**src/rtl/tt_characterizer_if.sv**
```systemverilog
// Bundle between the truth-table characterizer, the gate under test
// and the result consumer.
interface tt_characterizer_if #(
  parameter int N_IN = 4
);
  localparam int TT_W = 1 << N_IN;

  logic            start;
  logic [TT_W-1:0] exp_tt;
  logic            busy;
  logic [N_IN-1:0] dut_in;
  logic            dut_out;
  logic            tt_valid;
  logic            tt_ready;
  logic [TT_W-1:0] tt_word;
  logic            match;
  logic [N_IN-1:0] diff_idx;

  // Environment side: requester, gate under test and result consumer.
  modport master (
    output start, exp_tt, dut_out, tt_ready,
    input  busy, dut_in, tt_valid, tt_word, match, diff_idx
  );

  modport slave (
    input  start, exp_tt, dut_out, tt_ready,
    output busy, dut_in, tt_valid, tt_word, match, diff_idx
  );
endinterface

```
**src/rtl/tt_characterizer.sv**
```systemverilog
// Sweeps every input vector into a combinational gate, samples its response
// after SETTLE extra cycles and compares the assembled truth table.
module tt_characterizer #(
  parameter int N_IN   = 4,
  parameter int SETTLE = 2
) (
  input  logic               clk,
  input  logic               rst_n,
  tt_characterizer_if.slave  bus
);
  localparam int TT_W  = 1 << N_IN;
  localparam int CNT_W = (SETTLE > 1) ? $clog2(SETTLE) : 1;

  typedef enum logic [1:0] {IDLE, APPLY, SAMPLE, DONE} state_t;

  state_t          state, state_next;
  logic [N_IN-1:0] idx;
  logic [CNT_W-1:0] cnt;
  logic [TT_W-1:0] exp_q, tt_word, tt_next, diff_vec;
  logic            match_q, match_next;
  logic [N_IN-1:0] diff_q, diff_next;
  logic            last, settle_done;

  assign last        = &idx;
  assign settle_done = (int'(cnt) == SETTLE - 1);

  always_ff @(posedge clk) begin
    if (!rst_n) state <= IDLE;
    else        state <= state_next;
  end

  always_comb begin
    // NOTE: default first so every path assigns state_next and no latch forms.
    state_next = state;
    case (state)
      IDLE:    if (bus.start) state_next = (SETTLE == 0) ? SAMPLE : APPLY;
      APPLY:   if (settle_done) state_next = SAMPLE;
      SAMPLE:  if (last) state_next = DONE;
               else      state_next = (SETTLE == 0) ? SAMPLE : APPLY;
      DONE:    if (bus.tt_ready) state_next = IDLE;
      default: state_next = IDLE;
    endcase
  end

  always_comb begin
    bus.busy     = (state == APPLY) || (state == SAMPLE);
    bus.tt_valid = (state == DONE);
  end

  // Compare against the word as it will look after this sample, so the
  // result is registered on the same edge that enters DONE.
  always_comb begin
    tt_next      = tt_word;
    tt_next[idx] = bus.dut_out;
    diff_vec     = tt_next ^ exp_q;
    match_next   = (diff_vec == '0);
    diff_next    = '0;
    for (int i = TT_W - 1; i >= 0; i--) begin
      if (diff_vec[i]) diff_next = N_IN'(i);
    end
  end

  // idx doubles as the registered dut_in: it is cleared on the final sample,
  // so the gate sees 0 in DONE and IDLE without any output mux.
  always_ff @(posedge clk) begin
    // NOTE: sequential state uses non-blocking assignments only.
    if (!rst_n) begin
      idx     <= '0;
      cnt     <= '0;
      exp_q   <= '0;
      tt_word <= '0;
      match_q <= 1'b0;
      diff_q  <= '0;
    end else begin
      case (state)
        IDLE: begin
          if (bus.start) begin
            exp_q   <= bus.exp_tt;
            tt_word <= '0;
            idx     <= '0;
            cnt     <= '0;
            match_q <= 1'b0;
            diff_q  <= '0;
          end
        end
        APPLY: begin
          cnt <= settle_done ? '0 : cnt + 1'b1;
        end
        SAMPLE: begin
          tt_word <= tt_next;
          if (last) begin
            idx     <= '0;
            match_q <= match_next;
            diff_q  <= diff_next;
          end else begin
            idx <= idx + 1'b1;
          end
        end
        default: ;
      endcase
    end
  end

  assign bus.dut_in   = idx;
  assign bus.tt_word  = tt_word;
  assign bus.match    = match_q;
  assign bus.diff_idx = diff_q;
endmodule

```
**src/flat_wrapper.sv**
```systemverilog
// flat-port wrapper written by rule: the top's interface ports become plain ports
module tt_characterizer_flat 
#(
  parameter int N_IN   = 4,
  parameter int SETTLE = 2
)
  (clk, rst_n, bus_start, bus_exp_tt, bus_dut_out, bus_tt_ready, bus_busy, bus_dut_in, bus_tt_valid, bus_tt_word, bus_match, bus_diff_idx);
  tt_characterizer_if #(.N_IN(N_IN)) bus_i ();
  input  logic clk;
  input  logic rst_n;
  input wire logic [$bits(bus_i.start)-1:0] bus_start;
  input wire logic [$bits(bus_i.exp_tt)-1:0] bus_exp_tt;
  input wire logic [$bits(bus_i.dut_out)-1:0] bus_dut_out;
  input wire logic [$bits(bus_i.tt_ready)-1:0] bus_tt_ready;
  output wire logic [$bits(bus_i.busy)-1:0] bus_busy;
  output wire logic [$bits(bus_i.dut_in)-1:0] bus_dut_in;
  output wire logic [$bits(bus_i.tt_valid)-1:0] bus_tt_valid;
  output wire logic [$bits(bus_i.tt_word)-1:0] bus_tt_word;
  output wire logic [$bits(bus_i.match)-1:0] bus_match;
  output wire logic [$bits(bus_i.diff_idx)-1:0] bus_diff_idx;
  assign bus_i.start = bus_start;
  assign bus_i.exp_tt = bus_exp_tt;
  assign bus_i.dut_out = bus_dut_out;
  assign bus_i.tt_ready = bus_tt_ready;
  assign bus_busy = bus_i.busy;
  assign bus_dut_in = bus_i.dut_in;
  assign bus_tt_valid = bus_i.tt_valid;
  assign bus_tt_word = bus_i.tt_word;
  assign bus_match = bus_i.match;
  assign bus_diff_idx = bus_i.diff_idx;
  tt_characterizer #(.N_IN(N_IN), .SETTLE(SETTLE)) u_core (.clk(clk), .rst_n(rst_n), .bus(bus_i));
endmodule
```
**config.mk**
```make
export PLATFORM = sky130hd
export DESIGN_NAME = tt_characterizer_flat
export DESIGN_NICKNAME = d
export VERILOG_FILES = /design/src/rtl/tt_characterizer_if.sv /design/src/rtl/tt_characterizer.sv /design/src/flat_wrapper.sv
export SDC_FILE = /design/constraint.sdc
export NUM_CORES = 1
export LEC_CHECK = 0
export CELL_PAD_IN_SITES_DETAIL_PLACEMENT = 1
export CELL_PAD_IN_SITES_GLOBAL_PLACEMENT = 2
export CORE_AREA = 2 2 105 107
export CTS_BUF_LIST = sky130_fd_sc_hd__clkbuf_2
export DETAILED_ROUTE_END_ITERATION = 12
export DIE_AREA = 0 0 107 109
export GPL_TIMING_DRIVEN = 0
export PLACE_DENSITY_LB_ADDON = 0.3
export SLEW_MARGIN = 20
export SYNTH_ARGS = -nofsm -noshare
export SYNTH_HDL_FRONTEND = slang
export SYNTH_SLANG_ARGS = --single-unit
```
**constraint.sdc**
```tcl
create_clock -name clk -period 2.4 [get_ports clk]
set_input_delay 0.72 -clock clk [delete_from_list [all_inputs] [get_ports clk]]
set_output_delay 0.72 -clock clk [all_outputs]
set_load 0.005 [all_outputs]
```
======== After elaboration in Yosys (flattened, before gate mapping) ========
Index checks and enable logic that the tools add are counted.
cells by class
  order comparisons ....................... 2
  add/subtract/negate cells ............... 2
  equality and inequality tests ........... 7
  multiplexer cells ....................... 36
  bitwise logic cells ..................... 1
  reductions and logical operators ........ 12
operator list
  operator                                                            number
  2-to-1 mux 4 bit                                                    19
  case mux 16 bit (2 select lines)                                    1
  bitwise mux 16 bit                                                  1
  zero test 16 bit                                                    1
  2-to-1 mux 16 bit                                                   1
  case mux 4 bit (2 select lines)                                     2
  bitwise XOR 16 bit                                                  1
  2-to-1 mux 2 bit                                                    4
  case mux 2 bit (4 select lines)                                     1
  AND reduction 2 bit                                                 3
  AND reduction 3 bit                                                 2
  less-than comparator 4 x 5 -> 1 bit (second input constant)         1
  adder 4 x 1 -> 4 bit (second input constant)                        1
  demux 1 bit (select 4 bit)                                          1
  equality test 2 bit (second input constant)                         2
  greater-or-equal comparator 4 x 1 -> 1 bit (second input constant)  1
  2-to-1 mux 1 bit                                                    4
  inequality test 2 x 1 -> 1 bit (second input constant)              2
  inequality test 2 bit (second input constant)                       2
  case mux 1 bit (2 select lines)                                     2
  AND reduction 4 bit                                                 1
  nonzero test 2 bit                                                  2
  equality test 2 x 1 -> 1 bit (second input constant)                1
  zero test 2 bit                                                     1
  other kinds (3)                                                     3
storage, ports and cells
  flip-flop bits (word level) ............. 44
  bits of input ports ..................... 21
  word-level logic and storage cells ...... 67
  output and inout bits ................... 27

======== Longest topological paths before layout ========
  depth in word-level cells ............... 24
  depth in mapped cells ................... 10
  gate-level depth less buffers ........... 8

======== Least setup slack after synthesis ========
Ideal clock, no wire load.
  path type ............................... input to register
  from .................................... input bus_dut_out
  to ...................................... register u_core.diff_q[2], in the netlist u_core.bus.diff_idx[2]
  cell stages on the path ................. 7
  required time ........................... 2.283 ns
  setup slack ............................. 0.269 ns
  library setup time ...................... 0.117 ns
  path buffers ............................ 2
  arrival ................................. 2.013 ns
  path through ............................ buf_4 -> clkbuf_1 -> mux2i_1 -> xnor2_1 -> nor4_2 -> o41ai_1 -> a32o_1
on the way
  word-level cells in the longest chain between the ends .. 20
ends and longest elaborated chain
  element                            RTL line                text
  from (decl)                        flat_wrapper.sv:13      input wire logic [$bits(bus_i.dut_out)-1:0] bus_dut_out;
  bitwise mux 16 bit *               tt_characterizer.sv:54  tt_next[idx] = bus.dut_out;
  bitwise XOR 16 bit *               tt_characterizer.sv:55  diff_vec = tt_next ^ exp_q;
  2-to-1 mux 4 bit (15 in a row)     tt_characterizer.sv:59  if (diff_vec[i]) diff_next = N_IN'(i);
  2-to-1 mux 4 bit *                 tt_characterizer.sv:59
  2-to-1 mux 4 bit *                 tt_characterizer.sv:91  if (last) begin
  case mux 4 bit (2 select lines) *  tt_characterizer.sv:75  case (state)
  to (signal assigned)               tt_characterizer.sv:94  diff_q <= diff_next;
  to (decl)                          tt_characterizer.sv:21  logic [N_IN-1:0] diff_q, diff_next;
Mark *: on every way between the ends. The rest lies on a longest branch, timed or not. The select of a mux whose other input is x is not followed.
A chain may end at the register's enable or synchronous reset.

======== Worst setup path in the final report ========
  from .................................... register u_core.idx[1], in the netlist u_core.bus.dut_in[1]
  to ...................................... register u_core.diff_q[2], in the netlist u_core.bus.diff_idx[2]
on the way
  word-level cells in the longest chain between the ends .. 24
  elaborated cells on any way between the ends .. 28
  classes of those cells .................. order compare: 2; eq/ne: 1; mux: 21; bitwise: 1; reduce/logical: 3
ends and longest elaborated chain
  element                                                                                                                         RTL line                text
  from (decl)                                                                                                                     tt_characterizer.sv:17  logic [N_IN-1:0] idx;
  from (signal assigned)                                                                                                          tt_characterizer.sv:96  idx <= idx + 1'b1;
  less-than comparator 4 x 5 -> 1 bit (implied by the code) / greater-or-equal comparator 4 x 1 -> 1 bit (equally long branches)  tt_characterizer.sv:54
  logical AND 1 bit (implied by the code)                                                                                         tt_characterizer.sv:54
  2-to-1 mux 1 bit (implied by the code)                                                                                          tt_characterizer.sv:54
  demux 1 bit (select 4 bit)                                                                                                      -
  bitwise mux 16 bit                                                                                                              tt_characterizer.sv:54
  bitwise XOR 16 bit                                                                                                              tt_characterizer.sv:55
  2-to-1 mux 4 bit (16 in a row)                                                                                                  tt_characterizer.sv:59
  2-to-1 mux 4 bit                                                                                                                tt_characterizer.sv:91
  case mux 4 bit (2 select lines)                                                                                                 tt_characterizer.sv:75
Parallel ways exist; a longest one is shown, timed or not. The select of a mux whose other input is x is not followed.

==> impl_metrics.env <==
export IMPL_status="completed"
export IMPL_cts_tree="done"
export IMPL_cp_required_ps=2760
export IMPL_wl_per_cell_um=15.11
export IMPL_period_share_pct=93.49
export IMPL_postRouteAntennaNets=0
export IMPL_drt_iter0_drc=44
export IMPL_grt_pass1_wl_um=12540
export IMPL_clock_skew_ps=34.37
export IMPL_synth_top_cell_area_share_pct=34.31
export IMPL_rsz0062_at_grt="no"
export IMPL_p_total_uw=2382
export IMPL_cts_buffer_depth=2
export IMPL_die_y_um=109
export IMPL_mappedNetlistArea_um2=2567
export IMPL_yosys_area_top_type="dfxtp_1"
export IMPL_crit_fanout=6
export IMPL_rows=38
export IMPL_synthArstFlopShare_pct=0
export IMPL_vias=2288
export IMPL_antenna_found_initial=0
export IMPL_postPlaceCellArea_um2=3203
export IMPL_grt_usage_pct=13.86
export IMPL_dp_slack_ps=-667.1
export IMPL_fin_util_pct=31.78
export IMPL_layout_drive_gt1_share_pct=11.17
export IMPL_io_pins=48
export IMPL_wirelength_um=7660
export IMPL_grt_overflow=0
export IMPL_fmax_mhz=445.7
export IMPL_finalSetupViolations=0
export IMPL_drcViolationCount=0
export IMPL_hpwlAfterDp_um=5814
export IMPL_hold_viol=0
export IMPL_io_buffers=46
export IMPL_layout_common_cells="44 x nand2_1, 44 x clkdlybuf4s50_1, 39 x dfxtp_1"
export IMPL_worst_pin_slew_ps=556.2
export IMPL_gp_congestion=0.7529
export IMPL_synth_ff_type="dfxtp_1"
export IMPL_clkLatencyLatePin_ps=450
export IMPL_fin_ws_ps=156.3
export IMPL_area_growth_pct=31.24
export IMPL_ys_ff_latch=44
export IMPL_power_per_cell_area_nw_per_um2=706.9
export IMPL_synth_cell_types=47
export IMPL_start_kind="register"
export IMPL_ys_seq_area_share_pct=34.31
export IMPL_cts_hold_buf=0
export IMPL_die_area_um2=11660
export IMPL_synth_nets=337
export IMPL_max_slew_margin_pct=62.92
export IMPL_grt_max_degree=16
export IMPL_root_buffer="clkbuf_2"
export IMPL_hold_class="reg2reg"
export IMPL_peakVddDrop_mv=0.2670
export IMPL_n_fill_cell=1260
export IMPL_cp_arrival_ps=2600
export IMPL_ys_warnings_count=0
export IMPL_power_leakage_uw=0.001279
export IMPL_core_um2=10600
export IMPL_clk_pin_slew_ps=250
export IMPL_critPathCaptureType="register"
export IMPL_die_w_um=107
export IMPL_cpPeakStageDelay_ps=440
export IMPL_maxCapViolations=0
export IMPL_synth_edff_count=0
export IMPL_period_minus_slack_ps=2244
export IMPL_synth_cells=308
export IMPL_n_antenna_cell=0
export IMPL_vias_per_cell=4.513
export IMPL_stdcell_area_um2=3369
export IMPL_drv_slew=0
export IMPL_start_util_pct=24.22
export IMPL_nets=395
export IMPL_cts_max_level=2
export IMPL_cp_slowest_cell="dfxtp_2"
export IMPL_synth_avg_cell_area_um2=8.336
export IMPL_clock_sinks=44
export IMPL_cts_buffers=5
export IMPL_grt_pass1_vias=2426
export IMPL_crit_type="reg2reg"
export IMPL_path_cells="inv_1, ha_1, nand3b_1, mux2i_1, xnor2_1, nor4_2, buf_4, o41ai_2, a32o_1"
export IMPL_firstDrtPassIters=2
export IMPL_synth_area_leaders="dfxtp_1 34%, mux2i_1 6.6%, nand2_1 6.4%, xnor2_1 5.8%, a21boi_0 5.0%"
==> critical path, delay by kind of cell, from the launching register on <==
kind / cells / cell delay [ps]
and+or+nand+nor: 2 / 450
DFF: 1 / 440
AOI/OAI and AO/OA: 2 / 340
muxes: 1 / 290
buffers and inverters: 2 / 250
adders and majority gates: 1 / 240
xor gates and xnor gates: 1 / 190
==> layer usage <==
| metal | global-route usage [%] | share of wire, % | vias up |
|---|---|---|---|
| met2 | 23.02 | 47 | 31 |
| met1 | 18.63 | 49 | 1081 |
| li1 | - | - | 1169 |
| met4 | 3.618 | 1.1 | 0 |
| met5 | 0 | 0 | - |
| met3 | 2.391 | 2.4 | 7 |
==> stage by stage <==
step | setup TNS, ps | hold WS, ps | cells
final | 0 | 476.7 | 507
after global routing | 0 | 507.1 | 507
after CTS | 0 | 485.7 | 505
after global placement | -12840 | 453.1 | 494
after floorplan | 0 | 441.8 | 308
after detailed placement | -13240 | 459.2 | 494
==> kinds of logic after synthesis <==
group	count (synthesis)	synth area share (%)
flip-flops	44	34.31
buffers and inverters	38	6.481
AO/OA/AOI/OAI	69	17.84
adder cells (fa/ha/maj)	8	3.899
AND/OR/NAND/NOR	111	23.68
XOR/XNOR	21	7.163
multiplexers	17	6.628
==> synthesized netlist by cell type (2+ instances only) <==
cell type	instances
buf_4	2
nand3_1	6
o21ai_0	5
and2_1	18
nor2_1	8
clkbuf_1	12
xnor2_1	17
a221oi_1	2
nand3b_1	6
buf_6	2
nand2_1	44
mux2i_1	17
and3_1	2
a22oi_1	3
o22ai_1	14
inv_1	21
nor2b_1	5
nand2b_1	5
nor4_2	2
ha_1	8
a21boi_0	17
nor4_1	2
o21ai_1	2
nand3b_2	2
or3b_1	2
a21oi_1	17
xor2_1	4
dfxtp_1	44
==> flip-flops by register name, summed over array words and instances, names as in the netlist <==
register             flops
u_core.bus.tt_word      16
u_core.exp_q            16
u_core.bus.diff_idx      4
u_core.bus.dut_in        4
u_core.state             2
u_core.bus.match         1
u_core.cnt               1
==> path summary, 6_finish.rpt <==
path,startpoint,endpoint,slack [ps],cells after the start
worst max-delay path,u_core.bus.dut_in[1],u_core.bus.diff_idx[2],160,9
worst min-delay path,u_core.bus.match,u_core.bus.match,480,2
worst max register to register,u_core.bus.dut_in[1],u_core.bus.diff_idx[2],160,9
worst min register to register,u_core.bus.match,u_core.bus.match,480,2
==> power by group <==
group	internal, µW	switching (µW)	leakage [µW]
Sequential	816	69.8	0.000360
Clock	180	285	0.0000431
Combinational	433	598	0.000876
Total	1430	952	0.00128
==> layout make-up <==
class / count / area [µm²] / area share, %
Multi-Input combinational cell: 226 / 1562 / 46.34
Timing Repair Buffer: 52 / 506.7 / 15.04
Inverter: 21 / 78.83 / 2.339
Tap cell: 140 / 175.2 / 5.199
Clock buffer: 5 / 25.02 / 0.7427
Clock inverter: 3 / 47.55 / 1.411
Sequential cell: 44 / 889.6 / 26.40
Buffer: 16 / 85.08 / 2.525
==> what timing repair did <==
action                     4_1_cts  5_1_grt
setup buffers                    3        3
pin swaps                        1        2
gates resized for setup          7       11
hold endpoints to repair         0        0
setup endpoints to repair       18       22
(Power assumes the default switching activity.)
==> RTL edit (same flow settings) <==
The 4 states of `state_t` get a one-hot encoding in 4 bits.
--- a/src/rtl/tt_characterizer.sv
+++ b/src/rtl/tt_characterizer.sv
@@ -11,7 +11,7 @@
   localparam int TT_W  = 1 << N_IN;
   localparam int CNT_W = (SETTLE > 1) ? $clog2(SETTLE) : 1;
 
-  typedef enum logic [1:0] {IDLE, APPLY, SAMPLE, DONE} state_t;
+  typedef enum logic [3:0] {IDLE = 4'b0001, APPLY = 4'b0010, SAMPLE = 4'b0100, DONE = 4'b1000} state_t;
 
   state_t          state, state_next;
   logic [N_IN-1:0] idx;
Formal check against the unedited RTL: same outputs for any inputs over 10 cycles, from zero or initial values and one cycle with rst_n low; not proved beyond that.
==> RTL edit against the original RTL <==
Total power decreased by 9.6%. Final area increased by 3.6%. Hold slack improved by 0.0037 ns. Area after synthesis increased by 0.83%. First-iteration DRC count increased by 16%. Count of clock-buffer cells in the layout increased by 1. Die area unchanged. Routed wire length increased by 10%. Sequential power increased by 5.8%. Cell count increased by 3.2%. Critical path depth unchanged. Worst setup slack got worse by 0.077 ns. Largest cell class unchanged. Via count increased by 8.4%. Sequential cell count increased by 2.
==> RTL edit: results (changes against the original RTL) <==
- Outcome: complete, no violations
- Rel. slew slack: 56.9% (-6.0 points)
- Worst stage delay on the critical path: 0.52 ns (+0.08 ns)
- Slowest CP cell: clkdlybuf4s50_1
- WHS: 0.480 ns (+0.00367 ns)
- Post-placement cell area: 3230 sq um (+0.98%)
- Largest net degree at the start of global routing: 15 (-1)
- Metal2 WL: 3950 um (+9.3%)
- Beginning of the worst hold path: u_core.bus.diff_idx[3]
- R2R depth: 10 (+1)
- Setup crit start: bus_dut_out
- Wl on met1: 4070 um (+7.7%)
- Worst r2r src: u_core.bus.dut_in[0]
- Fillers: 1299 (+3.1%)
- PortBufs: 47 (+2.2%)
- Post-DR wirelength/cell: 16.1 um (+6.8%)
- Drt pass-1 iters: 4 (+2)
- Via count: 2480 (+8.4%)
- Global-route wire length before repair: 13300 um (+6.3%)
- Nets@finish: 407 (+3.0%)
- Main area contributors after synthesis: dfxtp_1, a21oi_1, nand2_1, mux2i_1, xnor2_1
- Leak: 1.27 nW (-0.34%)
- Post-synthesis sequential area ratio: 35.6% (+1.3 points)
- Critical Path Fanout Max: 10 (+4)
- HPWL after detailed placement: 6180 um (+6.2%)
-- RTL edit: worst max path at each step --
stage                             endpoint  slack, ns  cells after the start
floorplan           u_core.bus.diff_idx[2]       0.35                      9
global placement    u_core.bus.diff_idx[1]      -0.63                      9
detailed placement  u_core.bus.diff_idx[1]      -0.65                      9
CTS                               bus_busy       0.01                      4
global route              u_core.bus.match      -0.01                      9
finish              u_core.bus.diff_idx[1]       0.08                      9
-- RTL edit: kinds of logic (layout without fill, tap and decap cells) --
group | count (synthesis) | count (layout) | share of synthesized area (%)
AOI/OAI and AO/OA | 84 | 84 | 18.0
xor gates and xnor gates | 19 | 19 | 6.43
adders and majority gates | 4 | 4 | 1.93
buffers and inverters | 26 | 83 | 5.61
DFF | 46 | 46 | 35.6
muxes | 16 | 16 | 6.67
and+or+nand+nor | 131 | 131 | 25.8
-- RTL edit: area by class of cell --
| type | instances | share of cell area, % |
|---|---|---|
| timing repair buffer | 50 | 14.2 |
| clock inverter | 2 | 1.07 |
| tap | 140 | 5.02 |
| sequential | 46 | 26.8 |
| buffer | 21 | 4.16 |
| clock buffer | 6 | 0.860 |
| multi-input combinational | 254 | 47.5 |
| inverter | 4 | 0.430 |
-- RTL edit: worst max-delay path: cells and delay by family --
family / cells / cell delay (ns)
AOI/OAI and AO/OA: 3 / 0.54
muxes: 1 / 0.11
xor gates and xnor gates: 1 / 0.27
and+or+nand+nor: 1 / 0.09
buffers and inverters: 3 / 0.93
-- RTL edit: layer usage --
metal	GRT usage [%]	vias to the layer above
met5	0	-
met3	2.51	11
met2	24.5	48
met4	4.36	0
li1	-	1229
met1	20.2	1192
-- RTL edit: timing repair --
action | CTS | global route
buffers inserted | 2 | 1
setup endpoints to repair | 6 | 9
pin swaps | 0 | 1
gates resized for setup | 11 | 32
-- RTL edit: metrics by stage --
stage / worst slack (ns) / std cells / power [mW]
CTS: 0.0127 / 522 / 2.14
global route: -0.0104 / 523 / 2.31
detailed placement: -0.652 / 513 / 1.65
finish: 0.0798 / 523 / 2.15
floorplan: 0.346 / 326 / 1.42
global placement: -0.626 / 513 / 1.64
-- RTL edit: power breakdown --
group / switching, mW / internal (mW) / total, mW / leakage [nW]
clock network: 0.287 / 0.180 / 0.466 / 0.0392
registers: 0.0846 / 0.853 / 0.937 / 0.376
logic: 0.443 / 0.307 / 0.750 / 0.860
total: 0.814 / 1.34 / 2.15 / 1.27
